### src/rtl/en_bank_arbiter.sv
// Round-robin write arbiter for the enable-gated output register bank.
// One combinational grant per cycle, registered one-hot EN plus muxed data, and an idle SLEEP hint.
module en_bank_arbiter #(
    parameter int unsigned N           = 5,
    parameter int unsigned W           = 5,
    parameter int unsigned IDLE_CYCLES = 4
) (
    input  logic           CLK,
    input  logic           RST_N,
    input  logic [N-1:0]   REQ,
    input  logic [N*W-1:0] REQ_DATA,
    output logic [N-1:0]   GNT,
    output logic [N-1:0]   EN,
    output logic [W-1:0]   D_OUT,
    output logic           SLEEP,
    output logic           BUSY
);

    localparam int unsigned PW = (N > 1) ? $clog2(N) : 1;
    localparam int unsigned CW = $clog2(IDLE_CYCLES + 1);

    localparam logic [1:0] ST_IDLE   = 2'd0;
    localparam logic [1:0] ST_ACTIVE = 2'd1;
    localparam logic [1:0] ST_SLEEP  = 2'd2;
    localparam logic [1:0] ST_WAKE   = 2'd3;

    logic [1:0]    state;
    logic [1:0]    state_next;
    logic [PW-1:0] ptr;
    logic [PW-1:0] ptr_next;
    logic [CW-1:0] idle_cnt;
    logic [CW-1:0] idle_cnt_next;
    logic [PW-1:0] win;
    logic [PW-1:0] cand;
    logic          found;
    logic          grant;
    int unsigned   idx;

    // Rotating priority search starting at ptr.
    always_comb begin
        found = 1'b0;
        win   = '0;
        idx   = 0;
        cand  = '0;
        for (int unsigned k = 0; k < N; k++) begin
            idx  = (int'(ptr) + k) % N;
            cand = PW'(idx);
            if (!found && REQ[cand]) begin
                found = 1'b1;
                win   = cand;
            end
        end
    end

    // Next-state, pointer, idle counter and combinational grant.
    always_comb begin
        state_next    = state;
        ptr_next      = ptr;
        idle_cnt_next = idle_cnt;
        grant         = 1'b0;
        GNT           = '0;
        case (state)
            ST_IDLE: begin
                if (found) begin
                    grant         = 1'b1;
                    state_next    = ST_ACTIVE;
                    idle_cnt_next = '0;
                end else begin
                    if (idle_cnt < CW'(IDLE_CYCLES))
                        idle_cnt_next = idle_cnt + CW'(1);
                    if (idle_cnt >= CW'(IDLE_CYCLES - 1))
                        state_next = ST_SLEEP;
                end
            end
            ST_ACTIVE: begin
                idle_cnt_next = '0;
                if (found)
                    grant = 1'b1;
                else
                    state_next = ST_IDLE;
            end
            ST_SLEEP: begin
                if (REQ != '0)
                    state_next = ST_WAKE;
            end
            default: begin
                idle_cnt_next = '0;
                state_next    = ST_IDLE;
            end
        endcase
        if (!RST_N)
            grant = 1'b0;
        if (grant) begin
            GNT      = N'(1) << win;
            ptr_next = (win == PW'(N - 1)) ? '0 : win + PW'(1);
        end
    end

    always_ff @(posedge CLK) begin
        if (!RST_N) begin
            state    <= ST_IDLE;
            ptr      <= '0;
            idle_cnt <= '0;
            EN       <= '0;
            D_OUT    <= '0;
            SLEEP    <= 1'b0;
            BUSY     <= 1'b0;
        end else begin
            state    <= state_next;
            ptr      <= ptr_next;
            idle_cnt <= idle_cnt_next;
            EN       <= GNT;
            if (grant)
                D_OUT <= REQ_DATA[win*W +: W];
            SLEEP    <= (state_next == ST_SLEEP);
            BUSY     <= (state_next == ST_ACTIVE);
        end
    end

endmodule

### config.mk
export PLATFORM = sky130hd
export DESIGN_NAME = en_bank_arbiter
export DESIGN_NICKNAME = d
export VERILOG_FILES = /design/src/rtl/en_bank_arbiter.sv
export SDC_FILE = /design/constraint.sdc
export NUM_CORES = 1
export LEC_CHECK = 0
export ABC_AREA = 1
export BUFFER_PORTS_ARGS = -buffer_cell sky130_fd_sc_hd__clkbuf_2
export CAP_MARGIN = 20
export CORE_UTILIZATION = 45
export CTS_CLUSTER_SIZE = 14
export DETAILED_ROUTE_END_ITERATION = 10
export GPL_ROUTABILITY_DRIVEN = 0
export GPL_TIMING_DRIVEN = 0
export PLACE_DENSITY = 0.75
export SYNTH_ARGS = -nofsm -noshare
export SYNTH_HDL_FRONTEND = slang
export SYNTH_SLANG_ARGS = --single-unit
### constraint.sdc
create_clock -name CLK -period 3.86 [get_ports CLK]
set_clock_uncertainty 0.15 [all_clocks]
set_input_delay 0.579 -clock CLK [delete_from_list [all_inputs] [get_ports CLK]]
set_output_delay 0.579 -clock CLK [all_outputs]
set_load 0.01 [all_outputs]
==> results.toml <==
[run_status]
status = "finished with violations"
violations = "negative setup slack"

[detailed_routing]
antenna_left = 0
drc = 0
first_pass_iters = 6
via_count = 3104
via_per_inst = 5.39
wl_per_cell_um = 14.7
wirelength_mm = 8.50
drt_iter0_drc = 227

[cts]
worstSkewPairLatency_ps = 270
clkSlewWorstSetupHoldPaths_ps = 70
h-tree-depth = 1
cts_buffer_depth = 2
numClockSinks = 20
cts_root_buf = "clkbuf_8"
cts_tree = "built"
numCtsBuffers = 3

[floorplan]
ios = 49
start_util = 0.476
die_area_um2 = 5770
die_w_um = 75.9
num_rows = 26
core_area_um2 = 5170
die_h_um = 75.9

[critical_path]
cp_max_fo = 5
endpoint_kind = "output port"
cp.arrival_ps = 3770
worstSetupPathType = "register to output port"
crit_required_ps = 3130
slowest_stage = "dfxtp_4"
worstRegToRegCells = 31
critical_path.startpoint_type = "register"
max_stage_delay_ps = 360

[timing]
slew_headroom = 0.768
tightest_slew_ps = 345
setup_tns_ps = -3130
fin_ws_ps = -640
slew_viol_final = 0
hold_viol_final = 0
max_freq_mhz = 222
post-route-period-util = 1.17
rsz0062_at_grt = "yes"
setup_viol = 8
fin_crit_ps = 4500

[synth]
syn_nets = 460
synth_area_per_cell_um2 = 6.06
yosys_warnings = 0
synthCells = 406
synth_area_um2 = 2460
yosys_register_bits = 20
yosysSeqAreaShare = 0.163
yosysUniqueCellTypes = 31

[finish]
fin_cells = 576
synthToLayoutAreaGrowth_pct = 52.9
layout-drive-gt1-share = 0.460
fin_nets = 561
fin_util = 0.727
most-common-layout-cells = "nand2_1 (79), inv_1 (51), buf_4 (45)"
final_common_cell = "nand2_1"
fill_cells = 399
diodes = 0

[place]
dp_hpwl_mm = 5.11
placedCellCount = 524
port_buffers = 48
place_ws_ps = -606

[grt]
overflow = 0
grt_pass1_wl_mm = 11.9
grt_pass1_vias = 2675
grt_use_total = 0.246
antenna_found_initial = 0
grt_max_degree = 12

[min_path]
hp-class = "register to register"
hold_depth = 2

[run]
max-cap-violations = 0
## worst max-delay path, delay by kind of cell (launching register included)
kind,cells,cell delay (ps)
buffers and inverters,10,850
and+or+nand+nor,14,1390
DFF,1,360
adders and majority gates,5,880
## layout make-up
type / instances / area, um^2 / area share
Tap cell: 70 / 87.6 / 0.0233
Timing Repair Buffer: 96 / 633 / 0.168
Multi-Input combinational cell: 304 / 2190 / 0.582
Sequential cell: 20 / 409 / 0.109
Clock buffer: 4 / 55.1 / 0.0146
Buffer: 5 / 52.6 / 0.0140
Inverter: 77 / 334 / 0.0888
## registers in the layout (all words and copies together) (netlist names)
| name | count |
|---|---|
| idle_cnt | 3 |
| D_OUT | 5 |
| BUSY | 1 |
| SLEEP | 1 |
| ptr | 3 |
| state | 2 |
| EN | 5 |
## metrics by stage
step           hold slack, ps  instance area (um^2)
6_report                  369                  3760
5_1_grt                   428                  3760
4_1_cts                   364                  3310
3_5_place_dp              354                  2930
3_3_place_gp              351                  2930
2_1_floorplan             329                  2600
## synthesized netlist by cell type
library cell / instances / area share
buf_6: 3 / 0.014
inv_4: 1 / 0.0025
o21ai_1: 3 / 0.0061
nor3_1: 1 / 0.0020
nand3_1: 37 / 0.075
dfxtp_1: 20 / 0.16
nand4_1: 15 / 0.038
a22oi_1: 1 / 0.0031
nor3_2: 1 / 0.0041
inv_2: 11 / 0.017
ha_1: 22 / 0.11
a211oi_1: 1 / 0.0031
nand2_4: 4 / 0.018
nand2_2: 11 / 0.028
nand2_1: 98 / 0.15
nor2_4: 3 / 0.014
a21oi_1: 21 / 0.043
a21oi_2: 2 / 0.0071
o21ai_2: 5 / 0.018
o21ai_0: 15 / 0.031
xor2_1: 3 / 0.011
o211ai_1: 3 / 0.0092
nand3b_1: 3 / 0.0092
and3_1: 1 / 0.0025
nor2_2: 9 / 0.023
buf_2: 2 / 0.0041
xnor2_1: 1 / 0.0036
nand3_2: 9 / 0.037
inv_1: 65 / 0.099
o21bai_1: 1 / 0.0031
nor2_1: 34 / 0.052
## worst paths after layout
kind	startpoint	endpoint	slack [ps]
min	idle_cnt[1]$_SDFFE_PN0P_	idle_cnt[1]$_SDFFE_PN0P_	370
max	ptr[0]$_SDFFE_PN0P_	GNT[3]	-640
min reg2reg	idle_cnt[1]$_SDFFE_PN0P_	idle_cnt[1]$_SDFFE_PN0P_	370
max reg2reg	ptr[0]$_SDFFE_PN0P_	ptr[2]$_SDFFE_PN0P_	-80
## cells by family after synthesis
group / share of synthesized area
AND/OR/NAND/NOR: 0.452
buffers and inverters: 0.136
AO/OA/AOI/OAI: 0.123
adder cells (fa/ha/maj): 0.112
flip-flops: 0.163
XOR/XNOR: 0.0142
## routing by layer
layer,share of wire,vias to the layer above,wire [um],GRT usage
met4,0.029,0,250,0.0827
li1,-,1491,-,-
met1,0.39,1428,3310,0.305
met3,0.059,31,504,0.0157
met5,0,-,0,0
met2,0.52,154,4430,0.450
## timing repair
item / in CTS / in global routing
setup buffers: 28 / 20
endpoints found under the setup margin: 15 / 13
gates cloned: 0 / 0
hold buffers: 0 / 0
resized for setup: 32 / 70
pin swaps: 27 / 35
Power is not shown: default switching activity piles up to over one toggle a cycle in this logic, so the estimate is an artifact.
